===== src/rtl/credit_pkg.sv =====
// Shared types and helpers for the credit-gated round-robin arbiter.
package credit_pkg;

    // Controller phases: one idle cycle after reset, normal issue, and
    // waiting for the downstream receiver to hand a credit back.
    typedef enum logic [1:0] {
        INIT  = 2'd0,
        RUN   = 2'd1,
        STALL = 2'd2
    } ctrl_state_e;

    // Index that follows idx in a ring of n entries.
    function automatic int unsigned rr_next(input int unsigned idx, input int unsigned n);
        return (idx + 1 >= n) ? 0 : idx + 1;
    endfunction

endpackage


===== src/rtl/rr_select.sv =====
// Round-robin pick: scan the request vector starting at ptr, wrapping
// modulo N_REQ; the first requester found wins.
module rr_select #(
    parameter  int N_REQ = 4,
    localparam int IW    = $clog2(N_REQ)
) (
    input  logic [N_REQ-1:0] req,
    input  logic [IW-1:0]    ptr,
    output logic [N_REQ-1:0] gnt,
    output logic [IW-1:0]    idx,
    output logic             any
);

    logic [IW:0] cand;

    // Priority walk from ptr upward; the one extra bit absorbs the wrap.
    always_comb begin
        gnt  = '0;
        idx  = '0;
        any  = 1'b0;
        cand = '0;
        for (int i = 0; i < N_REQ; i++) begin
            cand = {1'b0, ptr} + (IW+1)'(i);
            if (cand >= (IW+1)'(N_REQ))
                cand = cand - (IW+1)'(N_REQ);
            if (!any && req[cand[IW-1:0]]) begin
                any                = 1'b1;
                idx                = cand[IW-1:0];
                gnt[cand[IW-1:0]]  = 1'b1;
            end
        end
    end

endmodule


===== src/rtl/credit_rr_arbiter.sv =====
// Credit-gated round-robin arbiter feeding a downstream credit FIFO.
// Grants are issued combinationally (o_req_ack) and the winning payload is
// registered toward the FIFO one cycle later.
module credit_rr_arbiter
    import credit_pkg::*;
#(
    parameter  int DATA_WIDTH = 17,
    parameter  int N_REQ      = 4,
    parameter  int FIFO_ADDR  = 3,
    localparam int IW         = $clog2(N_REQ),
    localparam int N_CREDITS  = 2**FIFO_ADDR
) (
    input  logic                        clock,
    input  logic                        reset,
    input  logic [N_REQ-1:0]            i_req_valid,
    input  logic [N_REQ*DATA_WIDTH-1:0] i_req_data,
    output logic [N_REQ-1:0]            o_req_ack,
    output logic                        o_valid,
    output logic [DATA_WIDTH-1:0]       o_data,
    output logic [IW-1:0]               o_grant_id,
    input  logic                        i_increment_count,
    output logic [FIFO_ADDR:0]          o_credits,
    output logic                        o_credit_error
);

    localparam logic [FIFO_ADDR:0] CRED_MAX = (FIFO_ADDR+1)'(N_CREDITS);

    ctrl_state_e                         state, state_nxt;
    logic [FIFO_ADDR:0]                  credits, credits_nxt;
    logic [IW-1:0]                       ptr;
    logic [N_REQ-1:0]                    sel_gnt;
    logic [IW-1:0]                       sel_idx;
    logic                                sel_any;
    logic                                grant;
    logic                                overflow;
    logic [N_REQ-1:0][DATA_WIDTH-1:0]    req_data;

    assign req_data = i_req_data;

    rr_select #(.N_REQ(N_REQ)) u_sel (
        .req (i_req_valid),
        .ptr (ptr),
        .gnt (sel_gnt),
        .idx (sel_idx),
        .any (sel_any)
    );

    // A grant needs an issuing phase, a free credit and somebody asking.
    // STALL implies zero credits, so checking RUN covers it.
    always_comb begin
        grant     = (state == RUN) && (credits != '0) && sel_any;
        o_req_ack = grant ? sel_gnt : '0;
        overflow  = i_increment_count && !grant && (credits == CRED_MAX);
    end

    // Credit bookkeeping: grant and return in one cycle cancel out; a return
    // into a full pool is dropped (saturate) and flagged.
    always_comb begin
        credits_nxt = credits;
        if (grant && !i_increment_count)
            credits_nxt = credits - 1'b1;
        else if (!grant && i_increment_count && !overflow)
            credits_nxt = credits + 1'b1;
    end

    // Controller next state.
    always_comb begin
        state_nxt = state;
        case (state)
            INIT:    state_nxt = RUN;
            RUN:     if (credits_nxt == '0) state_nxt = STALL;
            STALL:   if (i_increment_count) state_nxt = RUN;
            default: state_nxt = INIT;
        endcase
    end

    // Controller, credit pool, rotation pointer and sticky error.
    always_ff @(posedge clock or posedge reset) begin
        if (reset) begin
            state          <= INIT;
            credits        <= CRED_MAX;
            ptr            <= '0;
            o_credit_error <= 1'b0;
        end else begin
            state   <= state_nxt;
            credits <= credits_nxt;
            if (grant)
                ptr <= IW'(rr_next(32'(sel_idx), N_REQ));
            if (overflow)
                o_credit_error <= 1'b1;
        end
    end

    // Registered enqueue toward the FIFO; payload and id hold between grants.
    always_ff @(posedge clock or posedge reset) begin
        if (reset) begin
            o_valid    <= 1'b0;
            o_data     <= '0;
            o_grant_id <= '0;
        end else begin
            o_valid <= grant;
            if (grant) begin
                o_data     <= req_data[sel_idx];
                o_grant_id <= sel_idx;
            end
        end
    end

    assign o_credits = credits;

endmodule

===== config.mk =====
export PLATFORM = sky130hd
export DESIGN_NAME = credit_rr_arbiter
export DESIGN_NICKNAME = d
export VERILOG_FILES = /design/src/rtl/credit_pkg.sv /design/src/rtl/rr_select.sv /design/src/rtl/credit_rr_arbiter.sv
export SDC_FILE = /design/constraint.sdc
export NUM_CORES = 1
export LEC_CHECK = 0
export ABC_AREA = 1
export CAP_MARGIN = 10
export CORE_MARGIN = 2
export CORE_UTILIZATION = 38
export CTS_CLUSTER_DIAMETER = 40
export DETAILED_ROUTE_END_ITERATION = 16
export PLACE_DENSITY = 0.8
export SYNTH_ARGS = -nofsm -noshare
export SYNTH_HDL_FRONTEND = slang
export SYNTH_SLANG_ARGS = --single-unit

===== constraint.sdc =====
create_clock -name clock -period 2.9 [get_ports clock]
set_input_delay 0.87 -clock clock [delete_from_list [all_inputs] [get_ports clock]]
set_output_delay 0.87 -clock clock [all_outputs]
set_load 0.005 [all_outputs]

* Word level (Yosys, flattened, before mapping)
Cells that the tools add are included.
** Storage, ports and cells
- Bits in registers :: 29
- Input port bits :: 75
- Output and inout bits :: 29
- Logic and storage cells :: 103
** Cells by class
- $add $sub $neg :: 10
- Magnitude comparators :: 14
- Eq/ne operators :: 5
- Multiplexer cells :: 41
- Bitwise gates (word level) :: 3
- Reductions and logical operators :: 23
** Operators with widths (count)
- $bmux W17 S2 :: 1
- $mux W4 :: 7
- $mux W2 :: 11
- $mux W17 :: 1
- $lt A2 B3 Y1 const B :: 5
- $logic_and A1 B1 Y1 :: 13
- $ge A3 B3 Y1 const B :: 4
- $mux W1 :: 12
- $or A4 B4 Y4 :: 3
- $bmux W1 S2 :: 4
- $demux W1 S2 :: 4
- $ge A2 B1 Y1 const B :: 4
- $sub A2 B1 Y2 const B :: 4
- $add A2 B1 Y3 const B :: 2
- $add A2 B2 Y3 const B :: 2
- $logic_not A1 Y1 :: 6
- $pmux W2 S3 :: 1
- $add A4 B1 Y4 const B :: 1
- $eq A4 B4 Y1 const B :: 1
- $logic_not A4 Y1 :: 1
- $reduce_bool A4 Y1 :: 1
- $sub A4 B1 Y4 const B :: 1
- $ge A2 B3 Y1 const B :: 1
- $eq A2 B1 Y1 const B :: 1
- 5 further kinds :: 5

* Depth between registers and ports, before layout
Gate-level depths: netlist of the first run.
- Depth in word-level cells :: 25
- Depth in mapped cells :: 18
- Mapped depth without buffers :: 17

* By module
Synthesis of the first run repeated with hierarchy kept, for this count alone.
** Unflattened totals
- Cell total of the unflattened synthesis :: 335
- Area, all modules :: 2249.7 µm²
** By module, submodules not included
- credit_rr_arbiter :: times used 1, cells each 261, area each 1809.2 µm², seq. area each 726.9 µm²
- rr_select :: times used 1, cells each 74, area each 440.4 µm², seq. area each 0.0 µm²

* Least setup slack after synthesis of the first run
OpenSTA, ideal clock, no wires.
- Kind :: reg2out
- From :: register ptr[0]
- To :: output o_req_ack[2]
- Arrival time :: 2.257 ns
- Slack :: -0.227 ns
- Cell stages (with the launch flop) :: 13
- Cells stage by stage :: dfrtp_1 inv_2 ha_1 inv_1 nand3_1 nand2_1 nand4_1 nand2_1 buf_2 inv_2 buf_2 o21ai_1 inv_1
** On the way
- Longest elaborated chain between the ends :: 16
** RTL lines
- start: declaration :: RTL line credit_rr_arbiter.sv:30 : logic [IW-1:0] ptr;
- start signal: assignment :: RTL line credit_rr_arbiter.sv:88 : ptr <= IW'(rr_next(32'(sel_idx), N_REQ));
- branches (longest 13 deep; another with $add A2 B1 Y3)
- $mux W1 (*) :: RTL line rr_select.sv:26 : if (!any && req[cand[IW-1:0]]) begin
- $logic_and A1 B1 Y1 (*) :: RTL line credit_rr_arbiter.sv:51 : grant = (state == RUN) && (credits != '0) && sel_any;
- named net grant :: RTL line credit_rr_arbiter.sv:34 : logic grant;
- $mux W4 (*) :: RTL line credit_rr_arbiter.sv:52 : o_req_ack = grant ? sel_gnt : '0;
- end: declaration :: RTL line credit_rr_arbiter.sv:17 : output logic [N_REQ-1:0] o_req_ack,
Mark *: on every way through the listed nets, which the timed path passes. The select of a mux whose other input is x is not followed.

* Worst setup path after layout of the first run
- From :: input i_req_valid[1]
- To :: output o_req_ack[3]
** On the way
- Longest elaborated chain between the ends :: 14
** RTL lines
- start: declaration :: RTL line credit_rr_arbiter.sv:15 : input logic [N_REQ-1:0] i_req_valid,
- $bmux W1 S2 :: RTL line rr_select.sv:26
- $mux W1 (not written as such) :: RTL line rr_select.sv:26
- $mux W1 :: RTL line rr_select.sv:26
- $logic_not A1 Y1 :: RTL line rr_select.sv:26
- $logic_and A1 B1 Y1 :: RTL line rr_select.sv:26
- $mux W1 :: RTL line rr_select.sv:26
- $logic_not A1 Y1 :: RTL line rr_select.sv:26
- $logic_and A1 B1 Y1 :: RTL line rr_select.sv:26
- $mux W1 :: RTL line rr_select.sv:26
- $logic_not A1 Y1 :: RTL line rr_select.sv:26
- $logic_and A1 B1 Y1 :: RTL line rr_select.sv:26
- $mux W1 :: RTL line rr_select.sv:26
- $logic_and A1 B1 Y1 :: RTL line credit_rr_arbiter.sv:51
- $mux W4 (*) :: RTL line credit_rr_arbiter.sv:52
Every way passes the cells marked *; elsewhere a longest branch is shown, timed or not. The select of a mux whose other input is x is not followed.

==> flow_summary.toml, run 1 <==
[outcome]
outcome = "complete, but fails checks"
violations = "negative setup slack"

[logic_synthesis]
synth_fa_ha_area_frac = 0.0587
syn-cell-area_sq_mm = 0.00235
synth.yosys.seq_area_share = 0.310
yosys.area.top_type_share = 0.299
synth_top_cell_by_area = "sky130_fd_sc_hd__dfrtp_1"
synth-edff-count = 0
synth_nets = 420
share_of_flip_flops_with_an_asynchronous_set_or_reset = 1.00
ys.flop_type = "sky130_fd_sc_hd__dfrtp_1"
synthMuxAreaShare = 0
post_synth_main_area_contributors = "sky130_fd_sc_hd__dfrtp_1 30%, sky130_fd_sc_hd__nand2_1 18%, sky130_fd_sc_hd__nand3_1 7.5%"
xor_xnor_cell_area_share_of_the_yosys_netlist = 0.00373
postSynthRegisterBits = 29
synthSimpleGateAreaFrac = 0.410
share_of_the_synthesized_area_in_compound_gates_ao_oa_aoi_oai = 0.118
average_footprint_of_a_synthesized_cell_sq_um = 7.02
postSynthCellCount = 334
yosys_warnings = 0
synth_top_family_by_area = "simple AND/OR/NAND/NOR gates"
yosysUniqueCellTypes = 37

[die]
height_of_the_die_um = 82.6
fp.coreArea_sq_mm = 0.00596
design.portCount = 104
core.rowCount = 28
floorplan.initialDensity = 0.394
design.die.area_sq_mm = 0.00682
die-width_um = 82.6

[place]
cell_count_after_placement = 533
io_buffer_count = 103
routabilityCongestion = 0.818
detailedPlacementHpwl_mm = 5.22

[layout]
final_nets = 566
p_r_area_growth_vs_syn_pct = 71.8
finish.cell_count_without_fillers = 555
post_route_cells_drive_above_1_share = 0.260
fillCellCount = 493
multiInputGateArea_sq_mm = 0.00150
final-seq-area_sq_um = 728
antenna_cells_inserted = 0

[timing]
final-max-slew-violation-count = 0
clock-skew-final_ns = 0.00363
setup_viol = 4
worst_slack_ns = -0.110
timing.final.crit_share = 1.04
hold_violation_total_from_the_final_report = 0
timing.max_slew.rel_slack = 0.521
fmax_ghz = 0.332
post-route-min-period_ns = 3.01
worst_slew_pin_slew_ns = 0.718
grt_setup_unrepaired = "true"

[power]
maximum_ir_drop_on_the_vdd_rail_mv = 1.15
p_per_area_mw_per_mm2 = 1480
power.internal_mw = 3.19
post-layout-total-power_mw = 5.95
seq_power_share = 0.131
swShare = 0.464
combPwrFrac = 0.814
power_frac_clock = 0.055
leakage_nw = 1.95
power.switching_mw = 2.76

[clock_tree]
cts.reportedPaths.clkPinSlew_ns = 0.06
htree_levels = 2
cts_buffer_depth = 2
cts_made_buffers = 5
tritoncts = "yes"
clk_root_buf = "sky130_fd_sc_hd__clkbuf_8"
clock_sinks = 29
cts_hold_repair.buffers = 0
insertion_delay_ns = 0.27

[worst_setup_path]
crit_chain = "buf_6 -> nand2_2 -> nand3_4 -> nand2_4 -> buf_12 -> nor2_4 -> inv_2 -> buf_6 -> o22ai_4 -> a21oi_2 -> o21ai_1 -> nand2_1 -> inv_1 -> buf_2"
max_stage_delay_ns = 0.14
cp.required_ns = 2.03
timing.critical_path.mode_cell = "sky130_fd_sc_hd__buf_6"
setup.worst_path.class = "input pin to output port"
timing.critical_path.slowest_stage_cell = "sky130_fd_sc_hd__o22ai_4"
endpoint_class_of_the_critical_path = "output port"
worst_setup_path_start_kind = "input pin"
critical_path_peak_fanout = 3
timing.critical_path.arrival_ns = 2.14

[grt]
track_usage = 0.217
grt_start_max_net_pins = 25
antenna_found_initial = 0
grt.overflow.total = 0
via_count_of_the_first_global_routing_pass = 2623
grt_first_pass_wirelength_mm = 11.5

[drt]
met3_wirelength_um = 572
wl_met1_mm = 2.97
routed_wl_mm = 7.29
vias = 2715
met2WireLength_mm = 3.61
top_layer = "met4"
wire_per_inst_um = 13.1
drt-vias-per-instance = 4.89
drtPass1Iterations = 4
route.antenna.remaining_nets = 0
detail_route.drc_violations = 0
drt_first_iter_violations = 97

[job]
max_cap_violations = 0

[hold_path]
hold_class = "register to register"
[per-layer routing]
layer / track usage / up-vias
met4: 0.0885 / 0
met3: 0.0620 / 14
li1: - / 1368
met2: 0.375 / 109
met5: 0 / -
met1: 0.252 / 1224
[synthesized netlist by cell type (4+ instances only)]
cell                       instances
sky130_fd_sc_hd__nand2_1         113
sky130_fd_sc_hd__inv_1            36
sky130_fd_sc_hd__nand3_1          35
sky130_fd_sc_hd__dfrtp_1          28
sky130_fd_sc_hd__o211ai_1         20
sky130_fd_sc_hd__or2_2            19
sky130_fd_sc_hd__ha_1             11
sky130_fd_sc_hd__nor2_1            9
sky130_fd_sc_hd__buf_2             6
sky130_fd_sc_hd__o21ai_0           6
sky130_fd_sc_hd__or2_0             5
sky130_fd_sc_hd__inv_2             4
sky130_fd_sc_hd__nand4_1           4
[sequential cells by signal, summed over array words and instances (netlist names)]
register,cells
o_valid,1
o_grant_id,2
o_data,17
state,2
o_credit_error,1
o_credits,4
ptr,2
[kinds of logic (layout without fill, tap and decap cells)]
logic type | count (synthesis) | count (layout)
AOI/OAI and AO/OA | 39 | 39
xor gates and xnor gates | 1 | 1
adders and majority gates | 11 | 11
buffers and inverters | 53 | 199
DFF | 29 | 29
and+or+nand+nor | 201 | 201
[critical path, delay by kind of cell]
kind	cells	cell delay, ns
AOI/OAI and AO/OA	3	0.28
and+or+nand+nor	5	0.46
buffers and inverters	6	0.53
[power groups by stage]
| stage | Sequential [mW] | Clock [mW] | Combinational [mW] |
|---|---|---|---|
| after global routing | 0.803 | 0.358 | 5.34 |
| after floorplan | 0.807 | 0 | 2.55 |
| final | 0.778 | 0.326 | 4.84 |
| after CTS | 0.776 | 0.340 | 4.69 |
| after global placement | 0.774 | 0 | 4.14 |
| after detailed placement | 0.781 | 0 | 4.25 |
[final cells by class]
| class | instances | share of cell area |
|---|---|---|
| clock buffer | 7 | 0.0214 |
| sequential | 29 | 0.181 |
| inverter | 41 | 0.0413 |
| multi-input combinational | 252 | 0.373 |
| timing repair buffer | 151 | 0.360 |
| tap | 75 | 0.0233 |
[cell usage in the layout, fill, tap and decap left out, types with 3 or more instances in the layout]
master                            count
sky130_fd_sc_hd__buf_12               4
sky130_fd_sc_hd__buf_4               40
sky130_fd_sc_hd__buf_6                8
sky130_fd_sc_hd__clkbuf_8             6
sky130_fd_sc_hd__clkdlybuf4s50_1     95
sky130_fd_sc_hd__dfrtp_1             27
sky130_fd_sc_hd__ha_1                10
sky130_fd_sc_hd__inv_1               31
sky130_fd_sc_hd__inv_2                5
sky130_fd_sc_hd__inv_4                5
sky130_fd_sc_hd__nand2_1            105
sky130_fd_sc_hd__nand2_2              8
sky130_fd_sc_hd__nand2_4              5
sky130_fd_sc_hd__nand3_1             32
sky130_fd_sc_hd__nand3_2              5
sky130_fd_sc_hd__nand4_1              4
sky130_fd_sc_hd__nor2_1               6
sky130_fd_sc_hd__o211ai_1            20
sky130_fd_sc_hd__o21ai_1              3
sky130_fd_sc_hd__or2_0                5
sky130_fd_sc_hd__or2_1                3
sky130_fd_sc_hd__or2_2               19
[stage by stage]
| stage | area (sq um) | setup WS, ns | setup TNS, ns | utilization | hold slack (ns) |
|---|---|---|---|---|---|
| 2_1_floorplan | 2350 | 0.0125 | 0 | - | 0.468 |
| 3_3_place_gp | 3680 | -0.715 | -7.62 | 0.619 | 0.463 |
| 3_5_place_dp | 3680 | -0.824 | -9.10 | 0.619 | 0.467 |
| 4_1_cts | 3970 | -0.0139 | -0.0222 | 0.667 | 0.486 |
| 5_1_grt | 4030 | -0.163 | -0.520 | 0.677 | 0.502 |
| 6_report | 4030 | -0.110 | -0.327 | 0.677 | 0.480 |
[timing repair]
action | CTS | global route
hold endpoints to repair | 0 | 0
buffers inserted | 13 | 2
pin swaps | 23 | 10
resized for setup | 63 | 9
endpoints found under the setup margin | 15 | 13
[path summary, 6_finish.rpt]
kind	endpoint	startpoint	cells past startpoint	slack (ns)
min in group asynchronous	o_data[3]	reset	2	1.03
max in group asynchronous	o_data[12]	reset	3	1.28
hold / removal	o_credit_error	o_credit_error	1	0.48
hold reg to reg	o_credit_error	o_credit_error	1	0.48
setup / recovery	o_req_ack[3]	i_req_valid[1]	14	-0.11
setup reg to reg	ptr[1]	ptr[0]	17	0.31
(Power assumes the default switching activity.)
==> inputs of run 2 (changes only) <==
CORE_ASPECT_RATIO = 1.75   (was default)
==> flow_summary.toml, run 2 (synthesized netlist as in run 1, its figures left out) <==
[layout]
antenna_cells_inserted = 0
fillCellCount = 507
max_reg_flops = 17
max_flop_register = "o_data"
layout.cells.most_common = "sky130_fd_sc_hd__nand2_1"
final_nets = 562
p_r_area_growth_vs_syn_pct = 72.9
fin_area_sq_mm = 0.00406
final_cell_mix = "102 x sky130_fd_sc_hd__nand2_1, 95 x sky130_fd_sc_hd__clkdlybuf4s50_1, 32 x sky130_fd_sc_hd__nand3_1, 32 x sky130_fd_sc_hd__buf_4, 31 x sky130_fd_sc_hd__inv_1"
post_route_cells_drive_above_1_share = 0.262

[grt]
grt_first_pass_wirelength_mm = 12.7
grt_start_max_net_pins = 27
antenna_found_initial = 0
track_usage = 0.236
via_count_of_the_first_global_routing_pass = 2831
grt.overflow.total = 0

[die]
die-width_um = 63.4
height_of_the_die_um = 108
core.rowCount = 37
floorplan.initialDensity = 0.396
fp.coreArea_sq_mm = 0.00593
design.portCount = 104
design.die.area_sq_mm = 0.00684

[worst_setup_path]
timing.critical_path.arrival_ns = 2.08
endpoint_class_of_the_critical_path = "output port"
worst_setup_path_start_kind = "input pin"
critical_path_peak_fanout = 4
cp.required_ns = 2.03
setup.worst_path.class = "input pin to output port"

[drt]
route.antenna.remaining_nets = 0
routed_wl_mm = 7.62
detail_route.drc_violations = 0
drtPass1Iterations = 4
drt_first_iter_violations = 147
wire_per_inst_um = 13.7
vias = 2766
drt-vias-per-instance = 4.98

[timing]
worst_slew_pin_slew_ns = 0.772
worst_slack_ns = -0.0460
setup_viol = 2
fin_hold_ws_ns = 0.475
clock-skew-final_ns = 0.00146
final.setup.tns_ns = -0.0622
timing.final.crit_share = 1.02
timing.max_slew.rel_slack = 0.483
grt_setup_unrepaired = "true"
fmax_ghz = 0.339
post-route-min-period_ns = 2.95
hold_violation_total_from_the_final_report = 0
final-max-slew-violation-count = 0

[clock_tree]
cts_made_buffers = 5
tritoncts = "yes"
htree_levels = 2
clk_root_buf = "sky130_fd_sc_hd__clkbuf_8"
clock_sinks = 29
insertion_delay_ns = 0.27
cts_buffer_depth = 2
cts.reportedPaths.clkPinSlew_ns = 0.06
cts_hold_repair.buffers = 0

[power]
post-layout-total-power_mw = 5.95
p_per_area_mw_per_mm2 = 1470
maximum_ir_drop_on_the_vdd_rail_mv = 1.03
leakage_nw = 1.95

[place]
placement.setup.worst_slack_ns = -0.844
detailedPlacementHpwl_mm = 5.58
placement.cell_area_sq_mm = 0.00366
io_buffer_count = 103
routabilityCongestion = 0.843

[outcome]
violations = "negative setup slack"
outcome = "complete, but fails checks"

[hold_path]
hold_class = "register to register"

[job]
max_cap_violations = 0
-- run 2: final cells by class --
cell class                 count  area [sq um]  area share
sequential                    29           728       0.180
clock buffer                   7          96.3      0.0238
inverter                      41           174      0.0429
clock inverter                 1          5.00     0.00123
tap                           78          97.6      0.0241
multi-input combinational    252          1520       0.375
timing repair buffer         147          1430       0.354
-- run 2: worst max-delay path, stage by stage --
cell and delay [ns]:
sky130_fd_sc_hd__buf_8 0.11, sky130_fd_sc_hd__clkinv_4 0.04, sky130_fd_sc_hd__nand2_2 0.05, sky130_fd_sc_hd__nand3_4 0.12, sky130_fd_sc_hd__nand2_8 0.09, sky130_fd_sc_hd__nor2_4 0.13
sky130_fd_sc_hd__inv_2 0.07, sky130_fd_sc_hd__buf_6 0.12, sky130_fd_sc_hd__o22ai_4 0.14, sky130_fd_sc_hd__a21oi_2 0.04, sky130_fd_sc_hd__o21ai_1 0.08, sky130_fd_sc_hd__nand2_1 0.06
sky130_fd_sc_hd__inv_1 0.05, sky130_fd_sc_hd__buf_2 0.10
-- run 2: path summary, 6_finish.rpt --
path | cells past startpoint | end | slack, ns | start
max in group asynchronous | 3 | o_data[11] | 1.40 | reset
min | 2 | o_data[13] | 0.47 | o_data[13]
max | 14 | o_req_ack[3] | -0.05 | i_req_valid[3]
max reg2reg | 15 | o_data[3] | 0.18 | ptr[0]
min reg2reg | 2 | o_data[13] | 0.47 | o_data[13]
min in group asynchronous | 2 | o_credits[0] | 0.90 | reset
-- run 2: report_power, final --
part           leakage, nW  switching, mW  internal, mW
sequential           0.345          0.132         0.652
clock               0.0542          0.143         0.214
combinational         1.55           2.50          2.31
-- run 2: metal layers --
metal	GRT usage	vias to the layer above	routed length, um	share of wire
li1	-	1366	-	-
met2	0.447	110	4270	0.56
met3	0.0364	29	333	0.044
met1	0.235	1261	2610	0.34
met5	0	-	0	0
met4	0.148	0	404	0.053
-- run 2: what timing repair did --
action	in CTS	in global routing
resized for setup	79	7
setup endpoints to repair	15	14
pin swaps	20	9
buffers inserted	12	5
-- run 2: metrics by stage --
| stage | instances | utilization |
|---|---|---|
| after global routing | 555 | 0.684 |
| after global placement | 531 | 0.618 |
| after CTS | 550 | 0.675 |
| final | 555 | 0.684 |
| after detailed placement | 531 | 0.618 |
| after floorplan | 334 | - |
